### config.mk
export PLATFORM = sky130hd
export DESIGN_NAME = arc4_prga_flat
export DESIGN_NICKNAME = d
export VERILOG_FILES = /design/src/rtl/arc4_prga_pkg.sv /design/src/rtl/arc4_prga_if.sv /design/src/rtl/arc4_prga.sv /design/src/flat_wrapper.sv
export SDC_FILE = /design/constraint.sdc
export NUM_CORES = 1
export LEC_CHECK = 0
export ABC_AREA = 1
export CORE_MARGIN = 2
export CORE_UTILIZATION = 55
export CTS_BUF_LIST = sky130_fd_sc_hd__clkbuf_4 sky130_fd_sc_hd__clkbuf_8
export DETAILED_ROUTE_END_ITERATION = 8
export MAX_ROUTING_LAYER = met4
export PLACE_DENSITY = 0.93
export SETUP_SLACK_MARGIN = 0.2
export SLEW_MARGIN = 20
export SYNTH_ARGS = -nofsm -noshare
export SYNTH_HDL_FRONTEND = slang
export SYNTH_SLANG_ARGS = --single-unit
### constraint.sdc
create_clock -name clk -period 2.2 [get_ports clk]
set_input_delay 0.44 -clock clk [delete_from_list [all_inputs] [get_ports clk]]
set_output_delay 0.44 -clock clk [all_outputs]
set_load 0.005 [all_outputs]
### src/rtl/arc4_prga_pkg.sv
// ARC4 PRGA shared definitions.
//   prga_state_t  : controller state encoding
//   PRINT_*_DEF   : default printable-byte window
//   is_printable  : inclusive window test used on every plaintext byte
package arc4_prga_pkg;

   typedef enum logic [3:0] {
      ST_IDLE,
      ST_RD_LEN,
      ST_WAIT_LEN,
      ST_WR_LEN,
      ST_RD_SI,
      ST_WAIT_SI,
      ST_RD_SJ,
      ST_WAIT_SJ,
      ST_WR_SI,
      ST_WR_SJ,
      ST_RD_PAD,
      ST_WAIT_PAD,
      ST_WR_PT,
      ST_DONE
   } prga_state_t;

   localparam logic [7:0] PRINT_LO_DEF = 8'h20;
   localparam logic [7:0] PRINT_HI_DEF = 8'h7E;

   function automatic logic is_printable(input logic [7:0] b,
                                         input logic [7:0] lo,
                                         input logic [7:0] hi);
      return (b >= lo) && (b <= hi);
   endfunction

endpackage

### src/rtl/arc4_prga_if.sv
// ARC4 PRGA bus bundle: start handshake plus the S, ciphertext and
// plaintext memory ports.
//   slave  : the PRGA engine (takes en and read data, drives everything else)
//   master : the surrounding core / memories
interface arc4_prga_if;
   logic       en;
   logic       rdy;
   logic       invalid;
   logic [7:0] s_addr;
   logic [7:0] s_rddata;
   logic [7:0] s_wrdata;
   logic       s_wren;
   logic [7:0] ct_addr;
   logic [7:0] ct_rddata;
   logic [7:0] pt_addr;
   logic [7:0] pt_wrdata;
   logic       pt_wren;

   modport slave (
      input  en, s_rddata, ct_rddata,
      output rdy, invalid, s_addr, s_wrdata, s_wren,
             ct_addr, pt_addr, pt_wrdata, pt_wren
   );

   modport master (
      output en, s_rddata, ct_rddata,
      input  rdy, invalid, s_addr, s_wrdata, s_wren,
             ct_addr, pt_addr, pt_wrdata, pt_wren
   );
endinterface

### src/rtl/arc4_prga.sv
// ARC4 pseudo-random generation + decrypt stage.
// Walks the length-prefixed ciphertext, performs the PRGA swap on S for each
// byte, XORs the pad into the ciphertext and writes the length-prefixed
// plaintext. Flags any non-printable plaintext byte.
// Ports:
//   clk  : system clock
//   rst  : synchronous active-high reset
//   bus  : arc4_prga_if.slave (en/rdy/invalid, S, ct and pt memory ports)
// All memories have one cycle of read latency; each read state is followed by
// a wait state that holds the address so read data is valid in the next state.
//
// state       | meaning
// ------------+-----------------------------------------------
// IDLE        | rdy=1, waiting for en
// RD_LEN      | present ct[0]
// WAIT_LEN    | hold ct[0]
// WR_LEN      | latch len, write pt[0], k=1, j=0
// RD_SI       | i=k, present s[i]
// WAIT_SI     | hold s[i]
// RD_SJ       | latch si, j+=si, present s[j]
// WAIT_SJ     | hold s[j]
// WR_SI       | latch sj, s[i]<=sj
// WR_SJ       | s[j]<=si
// RD_PAD      | present s[si+sj] and ct[k]
// WAIT_PAD    | hold pad / ct addresses
// WR_PT       | pt[k]<=pad^ct, printability check, loop or finish
// DONE        | one cycle before returning to IDLE
module arc4_prga
   import arc4_prga_pkg::*;
#(
   parameter bit         ABORT_ON_INVALID = 1'b1,
   parameter logic [7:0] PRINT_LO         = PRINT_LO_DEF,
   parameter logic [7:0] PRINT_HI         = PRINT_HI_DEF
) (
   input  logic        clk,
   input  logic        rst,
   arc4_prga_if.slave  bus
);

   prga_state_t state, state_nxt;
   logic [7:0]  i, j, k, len, si, sj;
   logic        invalid_q;

   logic [7:0]  pt_byte;
   logic        byte_bad;
   logic        last_byte;

   assign pt_byte   = bus.s_rddata ^ bus.ct_rddata;
   assign byte_bad  = !is_printable(pt_byte, PRINT_LO, PRINT_HI);
   assign last_byte = ((byte_bad || invalid_q) && ABORT_ON_INVALID) || (k == len);

   always_ff @(posedge clk) begin
      if (rst) begin
         state     <= ST_IDLE;
         i         <= '0;
         j         <= '0;
         k         <= '0;
         len       <= '0;
         si        <= '0;
         sj        <= '0;
         invalid_q <= 1'b0;
      end else begin
         state <= state_nxt;
         case (state)
            ST_IDLE:  if (bus.en) invalid_q <= 1'b0;
            ST_WR_LEN: begin
               len <= bus.ct_rddata;
               k   <= 8'd1;
               j   <= 8'd0;
            end
            ST_RD_SI: i <= k;
            ST_RD_SJ: begin
               si <= bus.s_rddata;
               j  <= j + bus.s_rddata;
            end
            ST_WR_SI: sj <= bus.s_rddata;
            ST_WR_PT: begin
               if (byte_bad) invalid_q <= 1'b1;
               if (!last_byte) k <= k + 8'd1;
            end
            default: ;
         endcase
      end
   end

   // Outputs are decoded from state; reset forces them to their idle values
   // in the same cycle so a reset landing on a write state cannot write.
   always_comb begin
      state_nxt     = state;
      bus.rdy       = 1'b0;
      bus.invalid   = invalid_q && !rst;
      bus.s_addr    = 8'd0;
      bus.s_wrdata  = 8'd0;
      bus.s_wren    = 1'b0;
      bus.ct_addr   = 8'd0;
      bus.pt_addr   = 8'd0;
      bus.pt_wrdata = 8'd0;
      bus.pt_wren   = 1'b0;

      case (state)
         ST_IDLE: begin
            bus.rdy = 1'b1;
            if (bus.en) state_nxt = ST_RD_LEN;
         end
         ST_RD_LEN:   state_nxt = ST_WAIT_LEN;
         ST_WAIT_LEN: state_nxt = ST_WR_LEN;
         ST_WR_LEN: begin
            bus.pt_wrdata = bus.ct_rddata;
            bus.pt_wren   = !rst;
            state_nxt     = (bus.ct_rddata == 8'd0) ? ST_DONE : ST_RD_SI;
         end
         ST_RD_SI: begin
            bus.s_addr = k;
            state_nxt  = ST_WAIT_SI;
         end
         ST_WAIT_SI: begin
            bus.s_addr = i;
            state_nxt  = ST_RD_SJ;
         end
         ST_RD_SJ: begin
            bus.s_addr = j + bus.s_rddata;
            state_nxt  = ST_WAIT_SJ;
         end
         ST_WAIT_SJ: begin
            bus.s_addr = j;
            state_nxt  = ST_WR_SI;
         end
         ST_WR_SI: begin
            bus.s_addr   = i;
            bus.s_wrdata = bus.s_rddata;
            bus.s_wren   = !rst;
            state_nxt    = ST_WR_SJ;
         end
         ST_WR_SJ: begin
            bus.s_addr   = j;
            bus.s_wrdata = si;
            bus.s_wren   = !rst;
            state_nxt    = ST_RD_PAD;
         end
         ST_RD_PAD: begin
            bus.s_addr  = si + sj;
            bus.ct_addr = k;
            state_nxt   = ST_WAIT_PAD;
         end
         ST_WAIT_PAD: begin
            bus.s_addr  = si + sj;
            bus.ct_addr = k;
            state_nxt   = ST_WR_PT;
         end
         ST_WR_PT: begin
            bus.pt_addr   = k;
            bus.pt_wrdata = pt_byte;
            bus.pt_wren   = !rst;
            state_nxt     = last_byte ? ST_DONE : ST_RD_SI;
         end
         ST_DONE: state_nxt = ST_IDLE;
         default: state_nxt = ST_IDLE;
      endcase

      if (rst) begin
         bus.rdy       = 1'b1;
         bus.s_addr    = 8'd0;
         bus.s_wrdata  = 8'd0;
         bus.ct_addr   = 8'd0;
         bus.pt_addr   = 8'd0;
         bus.pt_wrdata = 8'd0;
      end
   end

endmodule

### src/flat_wrapper.sv
// flat-port wrapper written by rule: the top's interface ports become plain ports
module arc4_prga_flat import arc4_prga_pkg::*;
#(
   parameter bit         ABORT_ON_INVALID = 1'b1,
   parameter logic [7:0] PRINT_LO         = PRINT_LO_DEF,
   parameter logic [7:0] PRINT_HI         = PRINT_HI_DEF
)
  (clk, rst, bus_en, bus_s_rddata, bus_ct_rddata, bus_rdy, bus_invalid, bus_s_addr, bus_s_wrdata, bus_s_wren, bus_ct_addr, bus_pt_addr, bus_pt_wrdata, bus_pt_wren);
  arc4_prga_if bus_i ();
  input  logic clk;
  input  logic rst;
  input wire logic [$bits(bus_i.en)-1:0] bus_en;
  input wire logic [$bits(bus_i.s_rddata)-1:0] bus_s_rddata;
  input wire logic [$bits(bus_i.ct_rddata)-1:0] bus_ct_rddata;
  output wire logic [$bits(bus_i.rdy)-1:0] bus_rdy;
  output wire logic [$bits(bus_i.invalid)-1:0] bus_invalid;
  output wire logic [$bits(bus_i.s_addr)-1:0] bus_s_addr;
  output wire logic [$bits(bus_i.s_wrdata)-1:0] bus_s_wrdata;
  output wire logic [$bits(bus_i.s_wren)-1:0] bus_s_wren;
  output wire logic [$bits(bus_i.ct_addr)-1:0] bus_ct_addr;
  output wire logic [$bits(bus_i.pt_addr)-1:0] bus_pt_addr;
  output wire logic [$bits(bus_i.pt_wrdata)-1:0] bus_pt_wrdata;
  output wire logic [$bits(bus_i.pt_wren)-1:0] bus_pt_wren;
  assign bus_i.en = bus_en;
  assign bus_i.s_rddata = bus_s_rddata;
  assign bus_i.ct_rddata = bus_ct_rddata;
  assign bus_rdy = bus_i.rdy;
  assign bus_invalid = bus_i.invalid;
  assign bus_s_addr = bus_i.s_addr;
  assign bus_s_wrdata = bus_i.s_wrdata;
  assign bus_s_wren = bus_i.s_wren;
  assign bus_ct_addr = bus_i.ct_addr;
  assign bus_pt_addr = bus_i.pt_addr;
  assign bus_pt_wrdata = bus_i.pt_wrdata;
  assign bus_pt_wren = bus_i.pt_wren;
  arc4_prga #(.ABORT_ON_INVALID(ABORT_ON_INVALID), .PRINT_LO(PRINT_LO), .PRINT_HI(PRINT_HI)) u_core (.clk(clk), .rst(rst), .bus(bus_i));
endmodule
==> results of run 1 <==
## routing by layer
layer | track usage (%) | GRT overflow
met1 | 77.1 | 0
met2 | 93.0 | 24
met3 | 58.2 | 2
met4 | 85.3 | 29
met5 | - | -
## per-stage QoR
stage                     instances  cell area [µm²]
after global placement          791             5000
after detailed placement        791             5000
after CTS                       864             6140
after floorplan                 572             3660
## cell families after synthesis
family | Yosys count | synth area share, %
simple gates | 290 | 34.8
buf+inv | 92 | 10.4
compound gates | 108 | 16.1
fa+ha+maj | 21 | 7.62
flops | 53 | 29.1
xor+xnor | 8 | 1.92
## what timing repair did
action | 4_1_cts
gates resized for setup | 349
cloned | 1
pin swaps | 53
setup endpoints to repair | 50
buffers inserted | 64
==> flow_metrics.env, run 1 <==
export IMPL_status="stopped before the end"
export IMPL_stop_stage="5_1_grt"
export IMPL_firstError="[ERROR GRT-0116] Global routing finished with congestion. Check the congestion regions in the DRC Viewer."
export IMPL_syn_num_nets=612
export IMPL_numCtsBuffers=5
export IMPL_yosys_area_top_type="dfxtp_1"
export IMPL_synth_edf_count=0
export IMPL_syn_area_um2=3640
export IMPL_die_h_um=85.4
export IMPL_cts_sinks=53
export IMPL_synth_cell_types=38
export IMPL_ioPinCount=63
export IMPL_yosysWarnings=0
export IMPL_rows=29
export IMPL_die_w_um=85.4
export IMPL_synth_top_area_share_pct=29.1
export IMPL_io_buffers=62
export IMPL_grt_ovfl_total=55
export IMPL_synth_main_ff_cell="dfxtp_1"
export IMPL_syn_inst=572
export IMPL_ys_seq_area_share_pct=29.1
export IMPL_cts_max_level=2
export IMPL_clockBufferDepth=2
export IMPL_grt_pass1_wl_um=42600
export IMPL_dp_slack_ns=-0.903
export IMPL_gp_congestion=1.04
export IMPL_synthTopCellsByCount="151 x nand2_1, 69 x inv_1, 61 x a21oi_1"
export IMPL_start_util_pct=57.1
export IMPL_async_flop_share_pct=0
export IMPL_holdBufCountCts=0
export IMPL_ys_ff_latch=53
export IMPL_synth_area_per_cell_um2=6.37
export IMPL_synth_most_common_cell="nand2_1"
export IMPL_grt_use_total_pct=78.9
export IMPL_grt_pass1_vias=7114
export IMPL_dpl_hpwl_um=10000
export IMPL_grt_max_degree=36
export IMPL_synthTopCellsByArea="dfxtp_1 29%, nand2_1 16%, a21oi_1 8.4%"
export IMPL_root_buffer="clkbuf_8"
==> run 2, diff against run 1 <==
--- a/config.mk
+++ b/config.mk
@@ -7,12 +7,9 @@
 export LEC_CHECK = 0
 export ABC_AREA = 1
 export CORE_MARGIN = 2
-export CORE_UTILIZATION = 55
-export CTS_BUF_LIST = sky130_fd_sc_hd__clkbuf_4 sky130_fd_sc_hd__clkbuf_8
+export CORE_UTILIZATION = 40
 export DETAILED_ROUTE_END_ITERATION = 8
-export MAX_ROUTING_LAYER = met4
-export PLACE_DENSITY = 0.93
-export SETUP_SLACK_MARGIN = 0.2
+export PLACE_DENSITY_LB_ADDON = 0.15
 export SLEW_MARGIN = 20
 export SYNTH_ARGS = -nofsm -noshare
 export SYNTH_HDL_FRONTEND = slang
==> flow_metrics.env, run 2 <==
export IMPL_die_w_um=99.5
export IMPL_ioPinCount=63
export IMPL_dieArea_um2=9890
export IMPL_cts_max_level=2
export IMPL_ys_seq_area_share_pct=29.1
export IMPL_finalSetupViolCount=15
export IMPL_grt_use_total_pct=28.6
export IMPL_hold_violations=0
export IMPL_final_common_cell="nand2_1"
export IMPL_ir_worst_vdd_mv=0.262
export IMPL_status="complete, but fails checks"
export IMPL_path_buf_inv=3
export IMPL_period_minus_slack_ns=2.58
export IMPL_total_power_w=0.00232
export IMPL_grtUsageMet1_pct=36.3
export IMPL_power_leakage_nw=3.01
export IMPL_fin_nets=819
export IMPL_grt_max_degree=21
export IMPL_core_um2=8760
export IMPL_dr_total_vias=4856
export IMPL_numCtsBuffers=5
export IMPL_yosys_area_top_type="dfxtp_1"
export IMPL_synthMuxAreaShare_pct=0
export IMPL_slowest_delay_ns=0.37
export IMPL_synth_xor_area_share_pct=1.92
export IMPL_synth_top_family_by_area="simple AND/OR/NAND/NOR gates"
export IMPL_cpMostUsedCell="buf_6"
export IMPL_antenna_cells=0
export IMPL_place_area_um2=5110
export IMPL_clk_latency_ns=0.32
export IMPL_crit_family="adder cells"
export IMPL_grt_util_met3_pct=3.30
export IMPL_drtIter0Drc=376
export IMPL_drt_wirelength_per_cell_um=17.3
export IMPL_rows=34
export IMPL_drc_errors=0
export IMPL_drive_gt1_share_pct=46.0
export IMPL_gp_congestion=0.971
export IMPL_crit_type="flip-flop to output port"
export IMPL_yosys_area_share_simple_pct=34.8
export IMPL_synth_cell_types=38
export IMPL_fmax_ghz=0.388
export IMPL_grt_pass1_wl_um=22500
export IMPL_path_cells="ha_4 > fa_2 > buf_6 > nand2_4 > buf_6 > nor3b_4 > nor2_1 > a31oi_1 > buf_2"
export IMPL_synthTopCellsByArea="dfxtp_1 29%, nand2_1 16%, a21oi_1 8.4%"
export IMPL_end_kind="output port"
export IMPL_cts_tree="yes"
export IMPL_final_cell_mix="130 x nand2_1, 126 x buf_4, 55 x inv_1"
export IMPL_start_kind="flip-flop"
export IMPL_fin_ws_ns=-0.378
export IMPL_synthTopCellsByCount="151 x nand2_1, 69 x inv_1, 61 x a21oi_1"
export IMPL_antenna_left=0
export IMPL_maxCapViolations=0
export IMPL_worstPathMaxFanout=2
export IMPL_die_h_um=99.5
export IMPL_detail_route_vias_per_cell=5.47
export IMPL_syn_num_nets=612
export IMPL_async_flop_share_pct=0
export IMPL_start_util_pct=41.6
export IMPL_syn_inst=572
export IMPL_synth_top_area_share_pct=29.1
export IMPL_tightest_slew_ns=0.341
export IMPL_synth_area_per_cell_um2=6.37
export IMPL_synth_compound_area_share_pct=16.1
export IMPL_dpl_hpwl_um=9810
export IMPL_rsz0062_at_grt="yes"
export IMPL_yosysWarnings=0
export IMPL_hold_worst_slack_ns=0.478
export IMPL_worstPathRequired_ns=1.76
export IMPL_dr_pass1_iters=5
export IMPL_post_route_period_util_pct=117
export IMPL_nFillCells=647
export IMPL_synth_edf_count=0
export IMPL_syn_to_final_growth_pct=75.8
export IMPL_arrival_ns=2.14
export IMPL_setup_tns_ns=-1.80
export IMPL_holdBufCountCts=0
export IMPL_clk_pin_slew_ns=0.10
export IMPL_synth_main_ff_cell="dfxtp_1"
export IMPL_power_density_nw_per_um2=361
export IMPL_synth_most_common_cell="nand2_1"
export IMPL_drv_slew=0
export IMPL_violations="negative setup slack"
export IMPL_syn_area_um2=3640
export IMPL_grt_use_met2_pct=49.2
export IMPL_clockBufferDepth=2
export IMPL_cts_sinks=53
export IMPL_cpMaxStageDelayCell="fa_2"
export IMPL_clock_skew_ns=0.00510
export IMPL_totalWireLength_um=15400
export IMPL_root_buffer="clkbuf_8"
export IMPL_antenna_found_initial=0
export IMPL_grt_ovfl_total=0
export IMPL_hp_class="flip-flop to flip-flop"
export IMPL_synthAdderAreaFrac_pct=7.62
export IMPL_busiest_layer="met2"
export IMPL_grt_pass1_vias=4566
export IMPL_ys_ff_latch=53
export IMPL_final_area_um2=6410
export IMPL_relSlewSlack_pct=77.1
export IMPL_io_buffers=62
-- run 2: cells by family after synthesis --
family	after synthesis
AND/OR/NAND/NOR	290
XOR/XNOR	8
adder cells (fa/ha/maj)	21
flip-flops	53
AO/OA/AOI/OAI	108
buffers and inverters	92
-- run 2: where the power goes --
part | total [W] | internal, W | switching (W)
sequential | 0.00102 | 0.000984 | 0.0000362
clock | 0.000592 | 0.000227 | 0.000364
combinational | 0.000704 | 0.000315 | 0.000389
-- run 2: per-stage QoR --
stage | cells | util, % | setup slack (ns)
final | 888 | 73.1 | -0.378
after global routing | 888 | 73.1 | -0.440
after CTS | 879 | 67.2 | -0.326
after detailed placement | 831 | 58.3 | -0.975
after global placement | 831 | 58.3 | -0.949
after floorplan | 572 | - | 0.147
-- run 2: per-layer routing --
metal  wire (µm)  part of all wire, %  vias up
li1            -                    -     2300
met1        5920                   38     2261
met2        7560                   49      225
met3        1020                  6.6       70
met4         892                  5.8        0
met5           0                    0        -
-- run 2: worst paths after layout --
path	slack [ns]	end	startpoint	depth (start not counted)
setup reg to reg	0.14	u_core.j[3]	u_core.state[0]	14
hold reg to reg	0.48	u_core.i[1]	u_core.i[1]	2
setup / recovery	-0.38	bus_s_addr[2]	u_core.si[0]	9
hold / removal	0.48	u_core.i[1]	u_core.i[1]	2
-- run 2: layout make-up --
type	instances	area (µm²)	share of cell area (%)
Clock buffer	5	68.8	1.07
Clock inverter	3	21.3	0.332
Inverter	75	324	5.06
Multi-Input combinational cell	428	3020	47.1
Sequential cell	53	1100	17.2
Tap cell	108	135	2.11
Timing Repair Buffer	216	1740	27.1
-- run 2: worst register-to-register path, stage by stage (launching register included) --
cell,delay (ns)
dfxtp_4,0.38
buf_6,0.14
buf_6,0.11
nor3_4,0.20
buf_6,0.15
inv_8,0.04
a21oi_4,0.10
o21ai_2,0.07
buf_4,0.13
buf_4,0.12
buf_4,0.12
buf_4,0.12
buf_4,0.12
buf_4,0.12
a21oi_2,0.11
-- run 2: repair_timing --
action,in CTS,in global routing
cloned,1,0
setup endpoints to repair,43,43
setup buffers,39,13
pin swaps,48,44
gates resized for setup,269,128
Power figures use the tool's default switching activity.
